<file path="src/rtl/seq_detector_param.sv">
// -----------------------------------------------------------------------------
// seq_detector_param
//
// Serial pattern detector. Words of DW bits are accepted through a valid/ready
// handshake and scanned one bit per clock, MSB first. The most recent PLEN
// scanned bits are compared against 'pat'. A match produces a one-cycle
// registered pulse on Z. The scan history survives word boundaries, so a pattern
// that spans two consecutive words is also detected. Matching can either
// overlap or not overlap.
//
// Optional feature: define SEQ_DET_COUNT_EN to build the 16-bit saturating
// match counter. When the macro is not defined, match_cnt is tied to zero and
// no counter logic is built.
//
// Ports
//   clk        in   clock, rising-edge active
//   reset      in   asynchronous reset, active low
//   clear      in   synchronous flush of scan state and counter
//   in_valid   in   in_data holds a word
//   in_ready   out  a word is accepted this cycle (IDLE, or on the last scan bit)
//   in_data    in   DW-bit word, scanned MSB first
//   pat        in   PLEN-bit target pattern, pat[PLEN-1] is the oldest bit
//   overlap    in   1 = overlapping detection, 0 = non-overlapping
//   Z          out  registered one-cycle match pulse
//   busy       out  FSM is in SCAN
//   bit_idx    out  position of the next bit to scan
//   match_cnt  out  matches since reset or clear (saturating)
// -----------------------------------------------------------------------------
module seq_detector_param #(
    parameter int DW   = 8,
    parameter int PLEN = 4
) (
    input  logic                    clk,
    input  logic                    reset,
    input  logic                    clear,
    input  logic                    in_valid,
    output logic                    in_ready,
    input  logic [DW-1:0]           in_data,
    input  logic [PLEN-1:0]         pat,
    input  logic                    overlap,
    output logic                    Z,
    output logic                    busy,
    output logic [$clog2(DW)-1:0]   bit_idx,
    output logic [15:0]             match_cnt
);

    localparam int BW = $clog2(DW);
    localparam int FW = $clog2(PLEN + 1);
    localparam logic [BW-1:0] IDX_LAST  = BW'(DW - 1);
    localparam logic [FW-1:0] FILL_FULL = FW'(PLEN);

    typedef enum logic {
        IDLE = 1'b0,
        SCAN = 1'b1
    } state_t;

    state_t          state_q, state_d;
    logic [DW-1:0]   word_q,  word_d;
    logic [BW-1:0]   idx_q,   idx_d;
    logic [PLEN-1:0] hist_q,  hist_d;
    logic [FW-1:0]   fill_q,  fill_d;
    logic            z_q,     z_d;

    logic            hs_s;
    logic            scan_bit_s;
    logic [PLEN-1:0] hist_shift_s;
    logic [FW-1:0]   fill_inc_s;
    logic            match_s;

    // A word can be taken whenever no scan bits remain beyond the current one.
    assign in_ready = (state_q == IDLE) || (idx_q == '0);
    assign busy     = (state_q == SCAN);
    assign bit_idx  = idx_q;
    assign Z        = z_q;

    // Next-state, scan datapath and match detection.
    always_comb begin
        state_d      = state_q;
        word_d       = word_q;
        idx_d        = idx_q;
        hist_d       = hist_q;
        fill_d       = fill_q;
        z_d          = 1'b0;
        match_s      = 1'b0;
        hs_s         = in_valid && in_ready;
        scan_bit_s   = word_q[idx_q];
        hist_shift_s = {hist_q[PLEN-2:0], scan_bit_s};
        fill_inc_s   = (fill_q == FILL_FULL) ? FILL_FULL : (fill_q + FW'(1));

        if (clear) begin
            // Flush wins over any handshake or scan in the same cycle.
            state_d = IDLE;
            word_d  = '0;
            idx_d   = '0;
            hist_d  = '0;
            fill_d  = '0;
        end else begin
            case (state_q)
                IDLE: begin
                    if (hs_s) begin
                        word_d  = in_data;
                        idx_d   = IDX_LAST;
                        state_d = SCAN;
                    end else begin
                        state_d = IDLE;
                    end
                end
                SCAN: begin
                    // pat and overlap are used live, so a change applies to
                    // the very next scanned bit.
                    match_s = (fill_inc_s == FILL_FULL) && (hist_shift_s == pat);
                    hist_d  = hist_shift_s;
                    z_d     = match_s;
                    if (match_s && !overlap) begin
                        fill_d = '0;
                    end else begin
                        fill_d = fill_inc_s;
                    end
                    if (idx_q != '0) begin
                        idx_d = idx_q - BW'(1);
                    end else if (hs_s) begin
                        // Reload on the last bit for gap-free streaming.
                        word_d  = in_data;
                        idx_d   = IDX_LAST;
                        state_d = SCAN;
                    end else begin
                        state_d = IDLE;
                    end
                end
                default: begin
                    state_d = IDLE;
                    idx_d   = '0;
                end
            endcase
        end
    end

    // State and datapath registers.
    always_ff @(posedge clk or negedge reset) begin
        if (!reset) begin
            state_q <= IDLE;
            word_q  <= '0;
            idx_q   <= '0;
            hist_q  <= '0;
            fill_q  <= '0;
            z_q     <= 1'b0;
        end else begin
            state_q <= state_d;
            word_q  <= word_d;
            idx_q   <= idx_d;
            hist_q  <= hist_d;
            fill_q  <= fill_d;
            z_q     <= z_d;
        end
    end

`ifdef SEQ_DET_COUNT_EN
    logic [15:0] cnt_q, cnt_d;

    // Saturating match counter, flushed by clear.
    always_comb begin
        cnt_d = cnt_q;
        if (clear) begin
            cnt_d = 16'h0000;
        end else if (match_s && (cnt_q != 16'hFFFF)) begin
            cnt_d = cnt_q + 16'h0001;
        end else begin
            cnt_d = cnt_q;
        end
    end

    // Match counter register.
    always_ff @(posedge clk or negedge reset) begin
        if (!reset) begin
            cnt_q <= 16'h0000;
        end else begin
            cnt_q <= cnt_d;
        end
    end

    assign match_cnt = cnt_q;
`else
    assign match_cnt = 16'h0000;
`endif

endmodule

</file>
<file path="config.mk">
export PLATFORM = sky130hd
export DESIGN_NAME = seq_detector_param
export DESIGN_NICKNAME = d
export VERILOG_FILES = /design/src/rtl/seq_detector_param.sv
export SDC_FILE = /design/constraint.sdc
export NUM_CORES = 1
export LEC_CHECK = 0
export BUFFER_PORTS_ARGS = -buffer_cell sky130_fd_sc_hd__buf_2
export CAP_MARGIN = 5
export CORE_UTILIZATION = 35
export CTS_CLUSTER_DIAMETER = 80
export DETAILED_ROUTE_END_ITERATION = 12
export PLACE_DENSITY = 0.61
export SLEW_MARGIN = 20
export SYNTH_ARGS = -nofsm -noshare
export SYNTH_HDL_FRONTEND = slang
export SYNTH_SLANG_ARGS = --single-unit
</file>
<file path="constraint.sdc">
create_clock -name clk -period 1.8 [get_ports clk]
set_input_delay 0.18 -clock clk [delete_from_list [all_inputs] [get_ports clk]]
set_output_delay 0.18 -clock clk [all_outputs]
set_load 0.01 [all_outputs]
</file>
Yosys cells after proc, flatten, opt, wreduce, memory -nomap -nowiden
Index checks and enable logic that the tools add are counted.
{"block": "op_classes", "addsub": 2, "multipliers": 0, "div": 0, "n_lt_le_gt_ge": 1, "eq_ne": 4, "n_shift": 0, "muxes": 22, "bitwise_logic": 1, "reduce_logical": 8}
{"op": "two-way mux 3 bit", "n": 9}
{"op": "two-way mux 8 bit", "n": 3}
{"op": "one-hot mux 8 bit (2 select lines)", "n": 1}
{"op": "== test 3 bit (second input constant)", "n": 2}
{"op": "two-way mux 1 bit", "n": 6}
{"op": "one-hot mux 3 bit (2 select lines)", "n": 1}
{"op": "== test 4 bit", "n": 1}
{"op": "less-than comparator 3 x 4 -> 1 bit (second input constant)", "n": 1}
{"op": "adder 3 x 1 -> 3 bit (second input constant)", "n": 1}
{"op": "binary-select mux 1 bit (select 3 bit)", "n": 1}
{"op": "logical AND 1 bit", "n": 3}
{"op": "zero test 3 bit", "n": 1}
{"op": "inequality test 3 bit (second input constant)", "n": 1}
{"op": "nonzero test 3 bit", "n": 1}
{"op": "subtractor 3 x 1 -> 3 bit (second input constant)", "n": 1}
{"op": "one-hot mux 1 bit (2 select lines)", "n": 1}
{"op": "nonzero test 2 bit", "n": 1}
{"op": "zero test 1 bit", "n": 1}
{"op": "logical OR 1 bit", "n": 1}
{"op": "NOT 1 bit", "n": 1}
{"block": "totals", "reg_bits": 19, "latchBits": 0, "mem_bits_rw": 0, "rom_bits": 0, "input_bits": 17, "out_inout_bits": 22, "memories": 0}

Logic depth before layout (Yosys ltp)
Gate-level depths: netlist of the first run.
{"block": "logic_depth", "ltp_word": 8, "ltp_mapped": 7, "depth_no_buf": 7}

Worst setup path after synthesis of the first run
No wires, ideal clock.
{"block": "synth_timing", "path_kind": "register to register", "startpoint": "register idx_q[0] (netlist: bit_idx[0])", "endpoint": "register word_q[0]", "arrival_time_ns": 1.646, "path_slack_ns": 0.075, "path_stages_with_launch": 8, "path_buffers": 0, "period_less_slack_ns": 1.725, "path_cell_list": "dfrtp_1 > inv_1 > ha_1 > a21boi_1 > inv_2 > nand2_1 > nand2_1 > a21oi_1"}
{"block": "synth_between", "elab_chain_cells": 7, "elab_cells_between_ends": 9, "classes_between": "eq/ne (1); mux (4); reduce/logical (4)"}
{"element": "start: declaration", "line_no": "59", "text": "logic [BW-1:0] idx_q, idx_d;"}
{"element": "start signal: assignment", "line_no": "150", "text": "idx_q <= idx_d;"}
{"element": "zero test 3 bit (*)", "line_no": "71", "text": "assign in_ready = (state_q == IDLE) || (idx_q == '0);"}
{"element": "logical OR 1 bit (*)", "line_no": "71"}
{"element": "named net in_ready", "line_no": "37", "text": "output logic in_ready,"}
{"element": "logical AND 1 bit (*)", "line_no": "85", "text": "hs_s = in_valid && in_ready;"}
{"element": "two-way mux 8 bit (*)"}
{"element": "two-way mux 8 bit"}
{"element": "one-hot mux 8 bit (2 select lines) (*)"}
{"element": "two-way mux 8 bit (*)"}
{"element": "end signal: assignment", "line_no": "149", "text": "word_q <= word_d;"}
{"element": "end: declaration", "line_no": "58", "text": "logic [DW-1:0] word_q, word_d;"}
Mark *: on every way through the listed nets, which the timed path passes. The rest lies on a longest branch. The select of a mux whose other input is x is not followed.
A chain may end at the register's enable or synchronous reset.

Worst setup path after layout of the first run
{"block": "layout_timing", "startpoint": "register idx_q[0] (netlist: bit_idx[0])", "endpoint": "register fill_q[2]"}
{"block": "layout_between", "elab_chain_cells": 8}
{"element": "binary-select mux 1 bit (select 3 bit)", "line_no": "86", "text": "scan_bit_s = word_q[idx_q];"}
{"element": "two-way mux 1 bit (not written as such)", "line_no": "86"}
{"element": "== test 4 bit", "line_no": "111", "text": "match_s = (fill_inc_s == FILL_FULL) && (hist_shift_s == pat);"}
{"element": "logical AND 1 bit", "line_no": "111"}
{"element": "logical AND 1 bit", "line_no": "114", "text": "if (match_s && !overlap) begin"}
{"element": "two-way mux 3 bit", "line_no": "114"}
{"element": "two-way mux 3 bit", "line_no": "98", "text": "case (state_q)"}
{"element": "two-way mux 3 bit", "line_no": "90", "text": "if (clear) begin"}
{"element": "end signal: assignment", "line_no": "152", "text": "fill_q <= fill_d;"}
{"element": "end: declaration", "line_no": "61", "text": "logic [FW-1:0] fill_q, fill_d;"}
Every way passes these cells. The select of a mux whose other input is x is not followed.

==> summary.txt, run 1 <==
Run status
  • Run status: finished clean

Placement
  • HPWL after detailed placement: 1500 µm
  • Port Buffers: 22
  • GP Congestion: 0.754
  • Post-place setup slack: 0.0746 ns

Synth
  • Syn. warnings: 0
  • Sequential area share after synthesis: 42.2%
  • Synth top area share: 42.2%
  • Mean post-synth cell area: 9.39 µm²
  • Most common flop cell mapped by yosys: dfrtp_1
  • Yosys top cell by area: dfrtp_1
  • Post-synthesis cell area: 1130 µm²
  • Post-synth EDFFs: 0
  • Library cells used by synthesis: 26
  • Post-Synthesis Cells: 120
  • Asr flop ratio synth: 100%
  • Flops & latches, synth: 19
  • Ranking of synthesized cells by area: dfrtp_1 (42%), buf_4 (11%), mux4_1 (4.7%)

Route
  • Via count: 847
  • Final WL: 2040 µm
  • DR iter-0 viols: 48
  • DRT Pass-1 Iters: 4
  • ANT nets after route: 0
  • DRC: 0
  • Wire per inst: 10.8 µm
  • Vias/cell: 4.48

Setup path
  • CP delay by family, top: multiplexers
  • Crit path DAT: 1.89 ns
  • Reg2Reg Setup Slack: 0.10 ns
  • Setup crit end kind: register
  • Worst-path cell chain: mux4_1, mux2i_2, xnor2_1, nor3_1, o21ai_1
  • Max incr delay on CP: 0.58 ns
  • Required @ worst endpoint: 1.99 ns
  • Slowest CP cell: mux4_1
  • Crit path launch type: register
  • Crit-path max FO: 6
  • Worst setup path class: register to register
  • Buf/Inv on CP: 0

Global routing
  • First-pass GRT wire length: 3520 µm
  • Met1 Use GR: 16.0%
  • GRT overflow: 0
  • Largest net degree at the start of global routing: 21
  • Busiest layer in global routing: met2
  • Vias in the first global route: 838
  • Initial antenna violation count: 0
  • Grt met2 use: 23.2%
  • GRT Total Usage: 13.4%
  • M3 GR Usage: 5.05%

Cells and area
  • ANT cells: 0
  • Layout cells sized above 1: 23.4%
  • Nets: 167
  • Layout area overhead: 13.4%

Power
  • Switching Share: 30.5%
  • Leakage: 0.625 nW
  • P_int: 0.622 mW
  • Clock Power Share: 24.3%
  • Peak VDD IR: 0.388 mV
  • Psw: 0.273 mW
  • Tot Pwr: 0.896 mW
  • Comb power frac: 22.7%
  • PwrDens: 700 nW/µm²
  • Sequential power share: 53.0%

Die
  • Core Area: 3050 µm²
  • Die ar.: 3450 µm²
  • Top Ports: 39
  • Rows: 20
  • Die Span X: 58.8 µm
  • Starting Density: 36.9%
  • Die H: 58.8 µm

Run
  • Max Cap Violations: 0

Clock network
  • CTS Root Cell: clkbuf_4
  • Worst-path clk slew: 0.11 ns
  • H-tree levels: 1
  • Clk Latency, worst-skew pair: 0.30 ns
  • Num CTS Buffers: 3
  • Worst-case clock buffer depth: 2
  • CTS tree: built
  • CTS Sinks: 19

Min path
  • Type of the most critical hold path: input pin to register

Timing
  • Final slew viol count: 0
  • RSZ-0062 raised after global routing: yes
  • Minimum clock period: 1.70 ns
  • FMAX: 0.588 GHz
  • Final Hold Vio Count: 0
  • Period utilization: 94.4%
  • Setup-failing EPs final: 0
  • Post-route setup slack: 0.101 ns
  • Clk_skew: 0.00990 ns
[placed cells by master, fill, tap and decap left out, drive strengths merged, types with 2 or more instances in the layout]
cell,instances
buf,25
dfrtp,19
conb,16
nand2,13
nand3,9
a21oi,9
nor2,8
inv,7
a211oi,5
nor3,4
ha,4
o21ai,4
mux2i,4
xor2,3
clkbuf,3
mux4,2
xnor2,2
[flip-flops by register name (all words and copies together), names as in the netlist]
name and flops:
Z 1, bit_idx 3, busy 1, fill_q 3
hist_q 3, word_q 8
[final cells by class]
cell class                      count  area (µm²)
Clock buffer                        3        22.5
Clock inverter                      1        5.00
Fill cell                         332        1770
Inverter                            7        26.3
Multi-Input combinational cell     89         551
Sequential cell                    19         477
Tap cell                           44        55.1
Timing Repair Buffer               26         143
[worst min-delay path, delay by kind of cell]
kind                   cells  cell delay, ns
AO/OA/AOI/OAI              1            0.05
AND/OR/NAND/NOR            1            0.06
buffers and inverters      1            0.10
[power by group through the flow]
stage / Sequential, mW / Combinational [mW] / Clock (mW)
2_1_floorplan: 0.483 / 0.155 / 0
3_5_place_dp: 0.483 / 0.196 / 0
4_1_cts: 0.475 / 0.199 / 0.230
5_1_grt: 0.478 / 0.232 / 0.253
3_3_place_gp: 0.482 / 0.191 / 0
6_report: 0.475 / 0.203 / 0.218
[Yosys cell counts (2+ instances only)]
cell / instances
xor2_1: 3
a211oi_1: 5
nand3_1: 9
buf_4: 16
nor2_1: 8
dfrtp_1: 19
clkbuf_1: 4
ha_1: 4
nand2_1: 13
xnor2_1: 2
a21oi_1: 9
mux2i_1: 3
inv_1: 6
mux4_1: 2
o21ai_0: 3
nor3_1: 4
[path summary, 6_finish.rpt]
check | start | endpoint | depth (start not counted)
max in group asynchronous | reset | bit_idx[0]$_DFF_PN0_ | 2
min | in_data[1] | word_q[1]$_DFFE_PN0P_ | 3
max reg2reg | bit_idx[0]$_DFF_PN0_ | fill_q[2]$_DFFE_PN0P_ | 5
max | bit_idx[0]$_DFF_PN0_ | fill_q[2]$_DFFE_PN0P_ | 5
min reg2reg | word_q[3]$_DFFE_PN0P_ | word_q[3]$_DFFE_PN0P_ | 2
min in group asynchronous | reset | bit_idx[1]$_DFF_PN0_ | 2
[per-stage QoR]
step	utilization [%]	instance area [µm²]	setup TNS (ns)	cells	hold slack, ns
finish	41.9	1280	0	189	0.112
global route	41.9	1280	-0.0304	189	0.113
CTS	41.5	1270	0	188	0.106
detailed placement	40.2	1230	0	183	0.150
global placement	40.2	1230	0	183	0.143
floorplan	-	1180	0	135	-0.116
[repair_timing]
| action | 4_1_cts | 5_1_grt |
|---|---|---|
| setup buffers | 0 | 1 |
| resized for setup | 1 | 1 |
| pin swaps | 0 | 1 |
| hold endpoints to repair | 19 | 0 |
| hold buffers | 1 | 0 |
| setup endpoints to repair | 1 | 8 |
[kinds of logic after synthesis]
| group | count (synthesis) | share of synthesized area (%) |
|---|---|---|
| xor gates and xnor gates | 5 | 3.89 |
| buffers and inverters | 27 | 14.3 |
| AOI/OAI and AO/OA | 20 | 10.4 |
| other | 1 | 0.333 |
| adders and majority gates | 4 | 4.44 |
| and+or+nand+nor | 38 | 15.9 |
| DFF | 19 | 42.2 |
| muxes | 6 | 8.55 |
[routing by layer]
metal	wire length, µm	vias to the layer above
li1	-	422
met2	1020	24
met3	124	0
met4	0	0
met5	0	-
met1	888	401
(Power assumes the default switching activity.)
==> run 2: changes to the inputs <==
--- a/config.mk
+++ b/config.mk
@@ -5,8 +5,10 @@
 export SDC_FILE = /design/constraint.sdc
 export NUM_CORES = 1
 export LEC_CHECK = 0
+export ABC_AREA = 1
 export BUFFER_PORTS_ARGS = -buffer_cell sky130_fd_sc_hd__buf_2
 export CAP_MARGIN = 5
+export CORE_MARGIN = 5
 export CORE_UTILIZATION = 35
 export CTS_CLUSTER_DIAMETER = 80
 export DETAILED_ROUTE_END_ITERATION = 12
==> summary.txt, run 2 <==
Cells and area
  • Largest register FFs: 8 (unchanged)
  • Layout cells sized above 1: 22.4% (was 23.4%)
  • Layout area overhead: 13.5% (was 13.4%)
  • Biggest register: word_q (unchanged)
  • ANT cells: 0 (unchanged)
  • # fillers: 356 (was 332)
  • Nets: 196 (was 167)
  • Finished Layout Cells: 220 (was 189)
  • Most frequent cells in the layout: inv_1 (27), nand2_1 (22), buf_2 (22) (was buf_2 (22), dfrtp_1 (18), conb_1 (16))
  • Commonest non-fill, non-tap cell in the layout: inv_1 (was buf_2)

Synth
  • Post-Synthesis Cells: 147 (was 120)
  • Mean post-synth cell area: 8.00 µm² (was 9.39 µm²)
  • Top-count cell post-synth: inv_1 (was dfrtp_1)
  • Post-synthesis cell area: 1180 µm² (was 1130 µm²)
  • Post-synth top cells: inv_1 (27), nand2_1 (22), dfrtp_1 (19) (was dfrtp_1 (19), buf_4 (16), nand2_1 (13))
  • Flops & latches, synth: 19 (unchanged)
  • Library cells used by synthesis: 24 (was 26)
  • Most common flop cell mapped by yosys: dfrtp_1 (unchanged)
  • Asr flop ratio synth: 100% (unchanged)
  • Post-synth EDFFs: 0 (unchanged)
  • Ranking of synthesized cells by area: dfrtp_1 (40%), buf_4 (10%), inv_1 (8.6%) (was dfrtp_1 (42%), buf_4 (11%), mux4_1 (4.7%))
  • Syn. warnings: 0 (unchanged)
  • Sequential area share after synthesis: 40.4% (was 42.2%)
  • Synth top area share: 40.4% (was 42.2%)
  • Yosys top cell by area: dfrtp_1 (unchanged)

Placement
  • HPWL after detailed placement: 1750 µm (was 1500 µm)
  • Placed insts: 213 (was 183)
  • GP Congestion: 0.730 (was 0.754)
  • Port Buffers: 22 (unchanged)
  • Post-place setup slack: 0.167 ns (was 0.0746 ns)

Min path
  • Type of the most critical hold path: input pin to register (unchanged)
  • Worst hold start: clear (was in_data[1])
  • Min-Delay Endpoint: busy$_DFF_PN0_ (was word_q[1]$_DFFE_PN0P_)
  • Worst Hold Depth: 2 (was 3)

Global routing
  • M3 GR Usage: 4.76% (was 5.05%)
  • GRT overflow: 0 (unchanged)
  • Busiest layer in global routing: met2 (unchanged)
  • Initial antenna violation count: 0 (unchanged)
  • Largest net degree at the start of global routing: 20 (was 21)
  • GRT Total Usage: 10.4% (was 13.4%)
  • Vias in the first global route: 873 (was 838)
  • Met1 Use GR: 12.7% (was 16.0%)
  • First-pass GRT wire length: 3730 µm (was 3520 µm)
  • Grt met2 use: 17.3% (was 23.2%)

Route
  • Wire per inst: 9.96 µm (was 10.8 µm)
  • Final WL: 2190 µm (was 2040 µm)
  • DR iter-0 viols: 29 (was 48)
  • Vias/cell: 4.28 (was 4.48)
  • ANT nets after route: 0 (unchanged)
  • DRT Pass-1 Iters: 4 (unchanged)
  • Via count: 941 (was 847)
  • DRC: 0 (unchanged)

Clock network
  • CTS tree: built (unchanged)
  • Worst-case clock buffer depth: 2 (unchanged)
  • CTS Root Cell: clkbuf_4 (unchanged)
  • Num CTS Buffers: 3 (unchanged)
  • Worst-path clk slew: 0.10 ns (was 0.11 ns)
  • CTS Sinks: 19 (unchanged)
  • H-tree levels: 1 (unchanged)
  • Clk Latency, worst-skew pair: 0.29 ns (was 0.30 ns)

Die
  • Die Span X: 68.0 µm (was 58.8 µm)
  • Rows: 21 (was 20)
  • Die H: 68.0 µm (was 58.8 µm)
  • Top Ports: 39 (unchanged)
  • Die ar.: 4620 µm² (was 3450 µm²)
  • Starting Density: 35.8% (was 36.9%)
  • Core Area: 3280 µm² (was 3050 µm²)

Setup path
  • Setup crit end kind: output pin (was register)
  • Worst setup path class: register to output pin (was register to register)
  • Crit path launch type: register (unchanged)
  • Reg2Reg Setup Slack: 0.31 ns (was 0.10 ns)
  • Crit Reg-Reg Endpoint: word_q[4]$_DFFE_PN0P_ (was fill_q[2]$_DFFE_PN0P_)
  • Crit-path max FO: 6 (unchanged)
  • FF-to-FF path depth: 9 (was 5)
  • R2r startpoint: bit_idx[0]$_DFF_PN0_ (unchanged)
  • Required @ worst endpoint: 1.62 ns (was 1.99 ns)
  • Crit path DAT: 1.46 ns (was 1.89 ns)

Timing
  • FMAX: 0.612 GHz (was 0.588 GHz)
  • Final Hold Slack: 0.0712 ns (was 0.112 ns)
  • Final slew viol count: 0 (unchanged)
  • Setup-failing EPs final: 0 (unchanged)
  • Clk_skew: 0.00247 ns (was 0.00990 ns)
  • Period utilization: 90.8% (was 94.4%)
  • Minimum clock period: 1.64 ns (was 1.70 ns)
  • Final Hold Vio Count: 0 (unchanged)
  • Post-route setup slack: 0.165 ns (was 0.101 ns)
  • Setup total negative slack: 0 ns (unchanged)
  • RSZ-0062 raised after global routing: no (was yes)

Run
  • Max Cap Violations: 0 (unchanged)

Run status
  • Run status: finished clean (unchanged)

Power
  • Leakage: 0.705 nW (was 0.625 nW)
  • PwrDens: 696 nW/µm² (was 700 nW/µm²)
  • Peak VDD IR: 0.417 mV (was 0.388 mV)
## run 2: cell types whose count changed in the layout (fill, tap and decap cells not counted), sizes merged, moves of 2 or more
cell,delta
inv,+21
mux2i,-4
nand3,+10
nand2,+11
o21ai,+11
o22ai,+3
a21oi,-5
nor3,-4
mux4,-2
a211oi,-5
xor2,-3
## run 2: critical path: stages, from the launching register on
cell and delay, ns:
dfrtp_1 0.38, inv_2 0.07, ha_1 0.22, inv_1 0.07, nor2_2 0.04, nor2_4 0.14
inv_1 0.09, buf_2 0.14
## run 2: cell type report
type / instances / area, µm² / share of cell area (%)
well taps: 46 / 57.6 / 4.31
flip-flops and latches: 19 / 475 / 35.6
repair buffers: 26 / 155 / 11.6
inverters: 28 / 105 / 7.87
multi-input cells: 97 / 515 / 38.6
clock buffers: 4 / 26.3 / 1.97
## run 2: per-layer routing
metal  up-vias  wire length [µm]
met5         -                 0
met4         0                 8
met3         2               193
met2        23              1040
met1       424               952
li1        492                 -
## run 2: how the worst max path moves through the flow
stage	startpoint	endpoint	depth (start not counted)
after floorplan	bit_idx[0]$_DFF_PN0_	word_q[5]$_DFFE_PN0P_	9
after global placement	bit_idx[1]$_DFF_PN0_	word_q[3]$_DFFE_PN0P_	8
after detailed placement	bit_idx[1]$_DFF_PN0_	word_q[2]$_DFFE_PN0P_	8
after CTS	bit_idx[1]$_DFF_PN0_	in_ready	7
after global routing	bit_idx[1]$_DFF_PN0_	in_ready	7
final	bit_idx[0]$_DFF_PN0_	in_ready	7
## run 2: cell families after synthesis
logic type      synth area share (%)
compound gates                  12.0
xor+xnor                       0.745
fa+ha+maj                       4.26
buf+inv                         20.5
flops                           40.4
other cells                    0.319
simple gates                    21.7
## run 2: power by group
part,total [mW],switching [mW],internal [mW]
registers,0.474,0.0165,0.458
logic,0.242,0.152,0.0903
clock network,0.213,0.127,0.0863
## run 2: metrics by stage
stage / total power [mW] / instance area (µm²) / utilization (%)
6_report: 0.930 / 1340 / 40.6
5_1_grt: 1.01 / 1340 / 40.6
4_1_cts: 0.933 / 1310 / 39.8
3_5_place_dp: 0.714 / 1270 / 38.7
3_3_place_gp: 0.714 / 1270 / 38.7
2_1_floorplan: 0.670 / 1230 / -
## run 2: what timing repair did
action	CTS	global route
resized for setup	0	0
setup buffers	0	2
hold buffers	1	0
endpoints found under the hold margin	19	0
setup endpoints to repair	0	3
==> run 3: changes to the inputs <==
==> constraint.sdc (replaced) <==
create_clock -name clk -period 1.8 [get_ports clk]
set_input_delay 0.09 -clock clk [delete_from_list [all_inputs] [get_ports clk]]
set_output_delay 0.09 -clock clk [all_outputs]
set_load 0.01 [all_outputs]
==> summary.txt, run 3 (synthesized netlist as in run 2, its figures left out) <==
Run status
  • Run status: finished clean (unchanged)

Global routing
  • GRT Total Usage: 10.5% (was 10.4%)
  • First-pass GRT wire length: 3740 µm (was 3730 µm)
  • Largest net degree at the start of global routing: 20 (unchanged)
  • GRT overflow: 0 (unchanged)
  • Initial antenna violation count: 0 (unchanged)
  • Vias in the first global route: 874 (was 873)

Setup path
  • Worst setup path class: register to output pin (unchanged)
  • Reg2Reg Setup Slack: 0.27 ns (was 0.31 ns)
  • Crit path launch: bit_idx[1]$_DFF_PN0_ (was bit_idx[0]$_DFF_PN0_)
  • Crit path DAT: 1.51 ns (was 1.46 ns)
  • FF-to-FF path depth: 9 (unchanged)
  • Required @ worst endpoint: 1.71 ns (was 1.62 ns)
  • Crit-path max FO: 5 (was 6)
  • Crit Reg-Reg Endpoint: word_q[4]$_DFFE_PN0P_ (unchanged)
  • R2r startpoint: bit_idx[1]$_DFF_PN0_ (was bit_idx[0]$_DFF_PN0_)
  • Crit path launch type: register (unchanged)
  • Critical Path End: in_ready (unchanged)
  • Setup crit end kind: output pin (unchanged)

Placement
  • GP Congestion: 0.730 (unchanged)
  • HPWL after detailed placement: 1750 µm (unchanged)
  • Port Buffers: 22 (unchanged)
  • Post-place setup slack: 0.167 ns (unchanged)

Die
  • Rows: 21 (unchanged)
  • Die ar.: 4620 µm² (unchanged)
  • Top Ports: 39 (unchanged)
  • Starting Density: 35.8% (unchanged)
  • Core Area: 3280 µm² (unchanged)
  • Die Span X: 68.0 µm (unchanged)
  • Die H: 68.0 µm (unchanged)

Route
  • DR iter-0 viols: 32 (was 29)
  • DRT Pass-1 Iters: 4 (unchanged)
  • ANT nets after route: 0 (unchanged)
  • DRC: 0 (unchanged)
  • Final WL: 2190 µm (about the same)
  • Vias/cell: 4.27 (was 4.28)
  • Via count: 939 (was 941)
  • Wire per inst: 9.94 µm (was 9.96 µm)

Cells and area
  • Nets: 196 (unchanged)
  • Commonest non-fill, non-tap cell in the layout: inv_1 (unchanged)
  • Layout area overhead: 13.7% (was 13.5%)
  • Layout cells sized above 1: 21.8% (was 22.4%)
  • ANT cells: 0 (unchanged)
  • Core Util, Final: 40.7% (was 40.6%)
  • Biggest register: word_q (unchanged)
  • Most frequent cells in the layout: inv_1 (27), nand2_1 (22), buf_2 (22) (unchanged)
  • Largest register FFs: 8 (unchanged)

Timing
  • Final Hold Vio Count: 0 (unchanged)
  • Clk_skew: 0.00247 ns (about the same)
  • RSZ-0062 raised after global routing: no (unchanged)
  • FMAX: 0.626 GHz (was 0.612 GHz)
  • Final slew viol count: 0 (unchanged)
  • Period utilization: 88.7% (was 90.8%)
  • Minimum clock period: 1.60 ns (was 1.64 ns)
  • Setup-failing EPs final: 0 (unchanged)
  • Setup total negative slack: 0 ns (unchanged)
  • Post-route setup slack: 0.203 ns (was 0.165 ns)

Clock network
  • Clk Latency, worst-skew pair: 0.29 ns (about the same)
  • H-tree levels: 1 (unchanged)
  • Num CTS Buffers: 3 (unchanged)
  • Worst-case clock buffer depth: 2 (unchanged)
  • Worst-path clk slew: 0.10 ns (about the same)
  • CTS tree: built (unchanged)
  • CTS Sinks: 19 (unchanged)
  • CTS Root Cell: clkbuf_4 (unchanged)

Power
  • Leakage: 0.704 nW (was 0.705 nW)
  • Peak VDD IR: 0.416 mV (was 0.417 mV)
  • PwrDens: 693 nW/µm² (was 696 nW/µm²)

Run
  • Max Cap Violations: 0 (unchanged)

Min path
  • Type of the most critical hold path: input pin to register (unchanged)
  • Worst Hold Depth: 3 (was 2)
[run 3: changes by cell type in the layout (fill, tap and decap cells not counted)]
| cell | delta |
|---|---|
| buf_4 | -1 |
| dlygate4sd3_1 | +1 |
[run 3: final cells by class]
cell class / count / area (µm²)
well taps: 46 / 57.6
inverters: 28 / 105
repair buffers: 26 / 158
fillers: 355 / 1950
multi-input cells: 97 / 515
flip-flops and latches: 19 / 475
clock buffers: 4 / 26.3
[run 3: worst min path at each step]
stage	start	to	slack [ns]
6_report	in_data[6]	word_q[6]$_DFFE_PN0P_	0.02
4_1_cts	in_data[6]	word_q[6]$_DFFE_PN0P_	0.01
5_1_grt	in_data[6]	word_q[6]$_DFFE_PN0P_	0.006
3_5_place_dp	reset	fill_q[1]$_DFFE_PN0P_	0.05
3_3_place_gp	reset	fill_q[0]$_DFFE_PN0P_	0.05
2_1_floorplan	reset	Z$_DFF_PN0_	-0.21
[run 3: through the flow]
step | instances | cell area [µm²] | hold slack [ns] | total power, mW
2_1_floorplan | 162 | 1230 | -0.206 | 0.670
3_3_place_gp | 213 | 1270 | 0.0550 | 0.714
3_5_place_dp | 213 | 1270 | 0.0549 | 0.714
4_1_cts | 219 | 1320 | 0.0138 | 0.934
5_1_grt | 220 | 1340 | 0.00553 | 1.00
6_report | 220 | 1340 | 0.0244 | 0.927
[run 3: worst max-delay path, cell delays in order (launching register included)]
cell and delay [ns]:
dfrtp_1 0.41, inv_1 0.10, ha_1 0.21, inv_1 0.07, nor2_2 0.04, nor2_4 0.14
inv_1 0.09, buf_2 0.14
[run 3: where the power goes]
part           switching, mW  internal, mW  total, mW
registers             0.0178         0.458      0.476
clock network          0.127        0.0863      0.213
logic                  0.150        0.0886      0.239
[run 3: per-layer routing]
metal	global-route usage [%]	vias to the layer above	share of wire (%)
li1	-	491	-
met1	12.8	423	44
met2	17.3	23	47
met3	4.76	2	8.8
met4	1.49	0	0.37
met5	0	-	0
[run 3: what timing repair did]
action | in CTS | in global routing
endpoints found under the hold margin | 20 | 0
hold buffers | 2 | 0
buffers inserted | 0 | 1
setup endpoints to repair | 0 | 2
gates resized for setup | 0 | 0
